## config.mk

```make
export PLATFORM = sky130hd
export DESIGN_NAME = iob_boot_copier
export DESIGN_NICKNAME = d
export VERILOG_FILES = /design/src/rtl/iob_boot_copier_pkg.sv /design/src/rtl/iob_boot_copier.sv
export SDC_FILE = /design/constraint.sdc
export NUM_CORES = 1
export LEC_CHECK = 0
export BUFFER_PORTS_ARGS = -buffer_cell sky130_fd_sc_hd__buf_2
export CAP_MARGIN = 20
export CORE_MARGIN = 2
export CORE_UTILIZATION = 55
export DETAILED_ROUTE_END_ITERATION = 12
export HOLD_SLACK_MARGIN = 0.1
export PLACE_DENSITY = 0.79
export SYNTH_ARGS = -nofsm -noshare
export SYNTH_HDL_FRONTEND = slang
export SYNTH_SLANG_ARGS = --single-unit
```

## constraint.sdc

```tcl
create_clock -name clk_i -period 4.7 [get_ports clk_i]
set_clock_uncertainty 0.15 [all_clocks]
set_input_delay 1.175 -clock clk_i [delete_from_list [all_inputs] [get_ports clk_i]]
set_output_delay 1.175 -clock clk_i [all_outputs]
set_load 0.01 [all_outputs]
```

## src/rtl/iob_boot_copier_pkg.sv

```systemverilog
// Shared definitions for the boot image copier: FSM state encoding and
// the word-to-byte address shift helper.
package iob_boot_copier_pkg;

  // FSM state encoding (3-bit)
  typedef enum logic [2:0] {
    ST_IDLE     = 3'd0,
    ST_RD_REQ   = 3'd1,
    ST_RD_WAIT  = 3'd2,
    ST_WR_REQ   = 3'd3,
    ST_CTRL_REQ = 3'd4
  } state_t;

  // Default bus geometry and the shift that turns a word index into a byte offset
  localparam int DEF_DATA_W = 32;
  localparam int DEF_STRB_W = DEF_DATA_W / 8;
  localparam int ADDR_SHIFT = $clog2(DEF_STRB_W);

  // Byte-offset shift for an arbitrary strobe width
  function automatic int addr_shift_f(input int strb_w);
    return $clog2(strb_w);
  endfunction

endpackage

```

## src/rtl/iob_boot_copier.sv

```systemverilog
// IOb bus initiator that copies a boot image word by word from a source
// region into destination SRAM, then writes the boot control word that
// clears the boot flag and requests the CPU reset pulse.
module iob_boot_copier
  import iob_boot_copier_pkg::*;
#(
  parameter int                ADDR_W    = 32,
  parameter int                DATA_W    = 32,
  parameter int                STRB_W    = DATA_W / 8,
  parameter int                LEN_W     = 16,
  parameter logic [ADDR_W-1:0] SRC_BASE  = '0,
  parameter logic [ADDR_W-1:0] DST_BASE  = '0,
  parameter logic [ADDR_W-1:0] CTRL_ADDR = '0,
  parameter logic [DATA_W-1:0] CTRL_DATA = DATA_W'(2)
) (
  input  logic              clk_i,
  input  logic              cke_i,
  input  logic              rst_i,
  input  logic              start_i,
  input  logic [LEN_W-1:0]  len_i,
  output logic              busy_o,
  output logic              done_o,
  output logic              iob_avalid_o,
  output logic [ADDR_W-1:0] iob_addr_o,
  output logic [DATA_W-1:0] iob_wdata_o,
  output logic [STRB_W-1:0] iob_wstrb_o,
  input  logic              iob_rvalid_i,
  input  logic [DATA_W-1:0] iob_rdata_i,
  input  logic              iob_ready_i
);

  localparam int SHIFT = addr_shift_f(STRB_W);

  state_t            state;
  logic [LEN_W-1:0]  idx;
  logic [LEN_W-1:0]  len_q;
  logic [DATA_W-1:0] data_q;
  logic              done_q;
  logic              avalid_q;
  logic [ADDR_W-1:0] addr_q;
  logic [DATA_W-1:0] wdata_q;
  logic [STRB_W-1:0] wstrb_q;

  logic              last_word;
  logic [LEN_W-1:0]  idx_nxt;

  // Byte address of word i in a region; wraps modulo 2^ADDR_W without a flag
  function automatic logic [ADDR_W-1:0] word_addr(input logic [ADDR_W-1:0] base,
                                                  input logic [LEN_W-1:0]  i);
    logic [ADDR_W+LEN_W-1:0] wide;
    wide = {{ADDR_W{1'b0}}, i} << SHIFT;
    return base + wide[ADDR_W-1:0];
  endfunction

  // len_q is nonzero whenever the copy loop runs, so len_q-1 never underflows there
  assign last_word = (idx == len_q - LEN_W'(1));
  assign idx_nxt   = idx + LEN_W'(1);

  // Copy FSM; every bus output is a register so requests stay stable while stalled
  always_ff @(posedge clk_i) begin
    if (cke_i) begin
      if (rst_i) begin
        state    <= ST_IDLE;
        idx      <= '0;
        len_q    <= '0;
        done_q   <= 1'b0;
        avalid_q <= 1'b0;
        addr_q   <= '0;
        wdata_q  <= '0;
        wstrb_q  <= '0;
      end else begin
        unique case (state)
          ST_IDLE: begin
            if (start_i) begin
              len_q    <= len_i;
              idx      <= '0;
              done_q   <= 1'b0;
              avalid_q <= 1'b1;
              if (len_i != '0) begin
                state   <= ST_RD_REQ;
                addr_q  <= word_addr(SRC_BASE, '0);
                wdata_q <= '0;
                wstrb_q <= '0;
              end else begin
                // Empty image: go straight to the boot control write
                state   <= ST_CTRL_REQ;
                addr_q  <= CTRL_ADDR;
                wdata_q <= CTRL_DATA;
                wstrb_q <= '1;
              end
            end
          end

          ST_RD_REQ: begin
            if (iob_ready_i) begin
              state    <= ST_RD_WAIT;
              avalid_q <= 1'b0;
              wdata_q  <= '0;
              wstrb_q  <= '0;
            end
          end

          ST_RD_WAIT: begin
            // Only this state listens to rvalid; stray pulses elsewhere are dropped
            if (iob_rvalid_i) begin
              data_q   <= iob_rdata_i;
              state    <= ST_WR_REQ;
              avalid_q <= 1'b1;
              addr_q   <= word_addr(DST_BASE, idx);
              wdata_q  <= iob_rdata_i;
              wstrb_q  <= '1;
            end
          end

          ST_WR_REQ: begin
            if (iob_ready_i) begin
              if (last_word) begin
                state   <= ST_CTRL_REQ;
                addr_q  <= CTRL_ADDR;
                wdata_q <= CTRL_DATA;
                wstrb_q <= '1;
              end else begin
                idx     <= idx_nxt;
                state   <= ST_RD_REQ;
                addr_q  <= word_addr(SRC_BASE, idx_nxt);
                wdata_q <= '0;
                wstrb_q <= '0;
              end
            end else begin
              // Write data is the captured word for as long as the request waits
              wdata_q <= data_q;
            end
          end

          ST_CTRL_REQ: begin
            if (iob_ready_i) begin
              state    <= ST_IDLE;
              done_q   <= 1'b1;
              avalid_q <= 1'b0;
              wdata_q  <= '0;
              wstrb_q  <= '0;
            end
          end

          default: begin
            state    <= ST_IDLE;
            avalid_q <= 1'b0;
            wdata_q  <= '0;
            wstrb_q  <= '0;
          end
        endcase
      end
    end
  end

  assign busy_o       = (state != ST_IDLE);
  assign done_o       = done_q;
  assign iob_avalid_o = avalid_q;
  assign iob_addr_o   = addr_q;
  assign iob_wdata_o  = wdata_q;
  assign iob_wstrb_o  = wstrb_q;

endmodule

```

# ---- Word-level counts from Yosys, hierarchy flattened
# Cells that the tools add are included.
dict set report word_totals {
  inputBits 54
  output_inout_bits 71
  elab_cells 83
  rom_bits 0
  mem_count 0
  mem_bits_rw 0
  latchBits 0
  ff_bits 137
}
dict set report op_classes {
  n_div 0
  mux 40
  n_reduce_logical 18
  n_bitwise 1
  addsub 2
  mul 0
  eq_ne 13
  shifts 0
  order_cmp 0
}
# cell count
set ops {}
lappend ops {{$mux 32} 7}
lappend ops {{$pmux 32 s4} 1}
lappend ops {{$pmux 32 s3} 1}
lappend ops {{$mux 16} 5}
lappend ops {{$pmux 16 s2} 1}
lappend ops {{$mux 4} 6}
lappend ops {{$mux 3} 7}
lappend ops {{$reduce_and 5->1} 4}
lappend ops {{$mux 18} 1}
lappend ops {{$ne 3x3->1 const B} 6}
lappend ops {{$add 16x1->16 const B} 1}
lappend ops {{$eq 16x16->1} 1}
lappend ops {{$pmux 4 s4} 1}
lappend ops {{$reduce_bool 16->1} 1}
lappend ops {{$sub 16x1->16 const B} 1}
lappend ops {{$pmux 3 s5} 1}
lappend ops {{$reduce_and 4->1} 3}
lappend ops {{$reduce_bool 3->1} 3}
lappend ops {{$eq 3x2->1 const B} 2}
lappend ops {{$reduce_and 6->1} 1}
lappend ops {{$mux 1} 5}
lappend ops {{$mux 2} 2}
lappend ops {{$pmux 1 s4} 1}
lappend ops {{$reduce_bool 2->1} 2}
lappend ops {{10 further kinds} 10}

# ---- Logic depth before layout (Yosys ltp)
dict set report depth {
  depth_word 5
  depth_mapped 12
  mapped_depth_nobuf 10
}

# ---- Least setup slack after synthesis
# OpenSTA, ideal clock, no wires.
dict set report synth_path {
  path_kind {input-to-reg}
  startpoint {input rst_i}
  endpoint {register data_q[0] (enable)}
  t_required_ps 4158
  path_stages 5
  arrival_ps 3040
  path_slack_ps 1118
  n_path_buf 2
  setup_time_ps 392
  cell_sequence {nor3_1 > and2_1 > clkdlybuf4s50_2 > buf_6 > and3_1}
}
dict set report synth_between {
  elab_chain_cells 2
}
# item line
set synth_lines {}
lappend synth_lines {{start, declared} iob_boot_copier.sv:18} ;# input logic rst_i,
lappend synth_lines {{$not 1->1 (no source line)} -}
lappend synth_lines {{$reduce_and 4->1 (no source line)} -}
lappend synth_lines {{end signal, assigned} iob_boot_copier.sv:106} ;# data_q <= iob_rdata_i;
lappend synth_lines {{end, declared} iob_boot_copier.sv:37} ;# logic [DATA_W-1:0] data_q;
# No other way between the ends.
# A chain may end at the register's enable or synchronous reset.

# ---- Worst setup path after layout
dict set report layout_path {
  startpoint {register len_q[0]}
  endpoint {register addr_q[4], in the netlist iob_addr_o[4], data pin}
}
dict set report layout_between {
  elab_chain_cells 5
}
# item line
set layout_lines {}
lappend layout_lines {{start, declared} iob_boot_copier.sv:36} ;# logic [LEN_W-1:0] len_q;
lappend layout_lines {{start signal, assigned} iob_boot_copier.sv:75} ;# len_q <= len_i;
lappend layout_lines {{$sub 16x1->16} iob_boot_copier.sv:56} ;# assign last_word = (idx == len_q - LEN_W'(1));
lappend layout_lines {{$eq 16x16->1} iob_boot_copier.sv:56}
lappend layout_lines {{$mux 18} iob_boot_copier.sv:117} ;# if (last_word) begin
lappend layout_lines {{$mux 32} iob_boot_copier.sv:116} ;# if (iob_ready_i) begin
lappend layout_lines {{$pmux 32 s3} iob_boot_copier.sv:72} ;# unique case (state)
lappend layout_lines {{end signal, assigned} iob_boot_copier.sv:81} ;# addr_q <= word_addr(SRC_BASE, '0);
lappend layout_lines {{end signal, assigned} iob_boot_copier.sv:109} ;# addr_q <= word_addr(DST_BASE, idx);
lappend layout_lines {{end signal, assigned} iob_boot_copier.sv:125} ;# addr_q <= word_addr(SRC_BASE, idx_nxt);
lappend layout_lines {{end, declared} iob_boot_copier.sv:40} ;# logic [ADDR_W-1:0] addr_q;
# No other way between the ends. The select of a mux whose other input is x is not followed.

==> impl_metrics.py <==
metrics = {
    "clocking": {
        "h-tree-depth": 4,
        "ctsHoldBuffers": 0,
        "clk_latency_ns": 0.53,
        "clkTransAtPathRegs_ns": 0.06,
        "cts_tree": "yes",
        "postCtsSetupRepairBufs": 0,
        "cts-root-buf": "clkbuf_8",
        "clockBufferDepth": 2,
        "cts_buffers": 17,
        "cts_resized": 0,
        "cts_sinks": 118,
    },
    "job": {
        "maxCapViolCount": 0,
    },
    "cells_and_area": {
        "stdcell_count": 742,
        "n_antenna_cell": 0,
        "post-route-util_pct": 67.8,
        "n_fill_cell": 745,
        "syn_to_final_growth_pct": 19.9,
        "nNetsFinal": 650,
        "drive_gt1_share_pct": 27.4,
    },
    "sta": {
        "slew_violations": 0,
        "fin_setup_tns_ns": 0,
        "rsz0062_at_grt": "no",
        "fin_crit_sh_pct": 73.8,
        "finalSetupViolations": 0,
        "relSlewSlack_pct": 39.1,
        "finalHoldViolCount": 0,
        "final.setup.worst_slack_ns": 1.23,
        "fmax_ghz": 0.288,
        "worstMarginPinSlew_ns": 0.907,
        "period_needed_ns": 3.47,
    },
    "min_path": {
        "hold_path_depth": 2,
        "min_path_type": "flip-flop to flip-flop",
        "hold_end": "iob_wdata_o[23]",
        "hold_start": "data_q[23]",
    },
    "routing": {
        "dr_total_vias": 4204,
        "antenna_left": 0,
        "first_pass_iters": 6,
        "drt-initial-drc-count": 422,
        "drc_errors": 0,
        "wl_per_cell_um": 16.9,
        "vias_per_cell": 5.67,
        "drt_wl_total_um": 12600,
    },
    "power": {
        "p_int_uw": 2130,
        "leakagePower_uw": 0.00257,
        "p_per_area_mw_per_mm2": 401,
        "power_switching_uw": 666,
        "swShare_pct": 23.8,
        "power_frac_seq_pct": 45.1,
        "comb_power_share_pct": 8.8,
        "irDropWorstVdd_mv": 0.305,
        "pwr-share-clk_pct": 46.1,
    },
    "die": {
        "rows": 37,
        "ios": 125,
        "initial_utilization_pct": 56.6,
        "dieArea_mm2": 0.0114,
        "die_w_um": 107,
        "coreArea_mm2": 0.0103,
        "die_h_um": 107,
    },
    "global_route": {
        "grt_pass1_wl_um": 19800,
        "antenna_found_initial": 1,
        "gr-total-overflow": 0,
        "grt.total_usage_pct": 22.7,
        "grt_max_degree": 34,
        "first_global_vias": 4028,
    },
    "critical_path": {
        "cp.arrival_ns": 3.59,
        "cp_max_fo": 17,
        "start_kind": "flip-flop",
        "rrSetupSlack_ns": 1.23,
        "r2r-start": "len_q[0]",
        "r2r_end": "iob_addr_o[4]",
        "crit_path_end_kind": "flip-flop",
        "required_ns": 4.83,
        "rr_worst_depth": 10,
        "critical_path_class": "flip-flop to flip-flop",
    },
    "place": {
        "place_inst": 710,
        "dpl.hpwl_um": 8560,
        "io_buffers": 108,
        "dp_slack_ns": 1.22,
        "place.gp.congestion": 0.848,
    },
    "status": {
        "status": "finished clean",
    },
    "logic_synthesis": {
        "synth_flop_cell": "edfxtp_1",
        "synth_common_cells": "edfxtp_1 (118), nor2_1 (64), a22oi_1 (32)",
        "netlist_area_mm2": 0.00581,
        "synth-async-reset-ratio_pct": 0,
        "syn_avg_cell_area_um2": 11.9,
        "netlist_instances": 490,
        "yosysTopAreaCell": "edfxtp_1",
        "synth_top_area_share_pct": 61.0,
        "post-synth-top-count-cell": "edfxtp_1",
        "ys_warn_count": 0,
        "synth_edf_count": 118,
        "synthTopCellsByArea": "edfxtp_1 (61%), a22oi_1 (4.1%), nor2_1 (4.1%)",
        "synth_seq_cells": 118,
        "synth_seq_area_share_pct": 61.0,
        "ys_types": 68,
    },
}
-- cell families (layout without fill, tap and decap cells) --
kind of cell,count (synthesis),count (layout),share of synthesized area (%)
buf+inv,56,157,5.60
xor+xnor,30,30,4.52
compound gates,92,92,11.3
simple gates,188,188,16.6
fa+ha+maj,2,2,0.430
mux,3,3,0.538
other cells,1,16,0.0645
flops,118,118,61.0
-- per-layer routing --
metal,track usage [%],vias to the layer above,routed length (µm)
met1,30.1,2018,5180
li1,-,1985,-
met4,9.18,2,250
met3,5.96,25,934
met5,0,-,13
met2,35.9,174,6200
-- worst max-delay path by stage --
stage / from / endpoint / slack, ns / depth (start not counted)
after floorplan: rst_i / data_q[0] / 1.12 / 5
after global placement: rst_i / data_q[10] / 1.37 / 5
after detailed placement: rst_i / data_q[10] / 1.22 / 5
after CTS: len_q[0] / iob_addr_o[4] / 1.24 / 10
after global routing: len_q[0] / idx[8] / 1.01 / 11
final: len_q[0] / iob_addr_o[4] / 1.23 / 10
-- per-stage QoR --
stage / hold slack (ns) / power (µW) / instance area, µm²
global placement: 0.396 / 1510 / 6350
floorplan: 0.388 / 1440 / 5870
detailed placement: 0.402 / 1520 / 6350
CTS: 0.418 / 2790 / 6940
global route: 0.448 / 2870 / 6970
finish: 0.413 / 2790 / 6970
-- registers in the layout, indices dropped and copies added (netlist names) --
signal,cells
len_q,16
iob_wdata_o,32
iob_wstrb_o,1
state,3
idx,16
data_q,32
iob_avalid_o,1
iob_addr_o,16
done_o,1
-- layout make-up --
type                       instances  area (µm²)  area share, %
clock inverter                    14         175           2.51
multi-input combinational        331        2010           28.8
clock buffer                      17         414           5.94
timing repair buffer             116         621           8.90
inverter                          10        37.5          0.539
tap                              136         170           2.44
sequential                       118        3540           50.8
-- placed cells by master (no fill, tap or decap), types with 3 or more instances in the layout --
cell type | Yosys | layout
o21a_1 | 8 | 8
inv_1 | 10 | 10
bufinv_16 | 0 | 3
a22oi_1 | 32 | 32
or3_1 | 4 | 4
buf_4 | 19 | 7
nor2b_1 | 18 | 18
nor3_1 | 14 | 13
and3_1 | 3 | 3
xnor2_1 | 25 | 25
edfxtp_1 | 118 | 118
buf_2 | 2 | 108
nor4_1 | 6 | 6
nand2b_1 | 4 | 4
xor2_1 | 5 | 5
nand3_1 | 6 | 6
clkinvlp_4 | 0 | 3
a21oi_2 | 3 | 3
nor3b_1 | 4 | 4
a21oi_1 | 13 | 13
a22o_1 | 3 | 3
o21ai_0 | 13 | 13
nor2_1 | 64 | 64
inv_6 | 0 | 4
nand3b_1 | 3 | 3
and2_1 | 8 | 8
clkbuf_16 | 0 | 16
nand4_1 | 5 | 5
nand2_1 | 30 | 30
or2_2 | 5 | 5
conb_1 | 1 | 16
-- power groups by stage --
stage | clock network, µW | registers (µW) | logic (µW)
after floorplan | 0 | 1280 | 160
after global placement | 0 | 1280 | 234
after detailed placement | 0 | 1280 | 240
after CTS | 1290 | 1260 | 242
after global routing | 1330 | 1270 | 271
final | 1290 | 1260 | 246
-- worst max-delay path, cell delays in order, from the launching register on --
cell and delay (ns):
edfxtp_1 0.49, inv_1 0.10, ha_1 0.21, or4b_1 0.59, or4_1 0.55, o311ai_1 0.10
a21oi_2 0.08, nor4_2 0.33, a21oi_2 0.26, a21boi_0 0.20, a21o_1 0.17
Note: power is estimated with default switching activity, not from simulation.
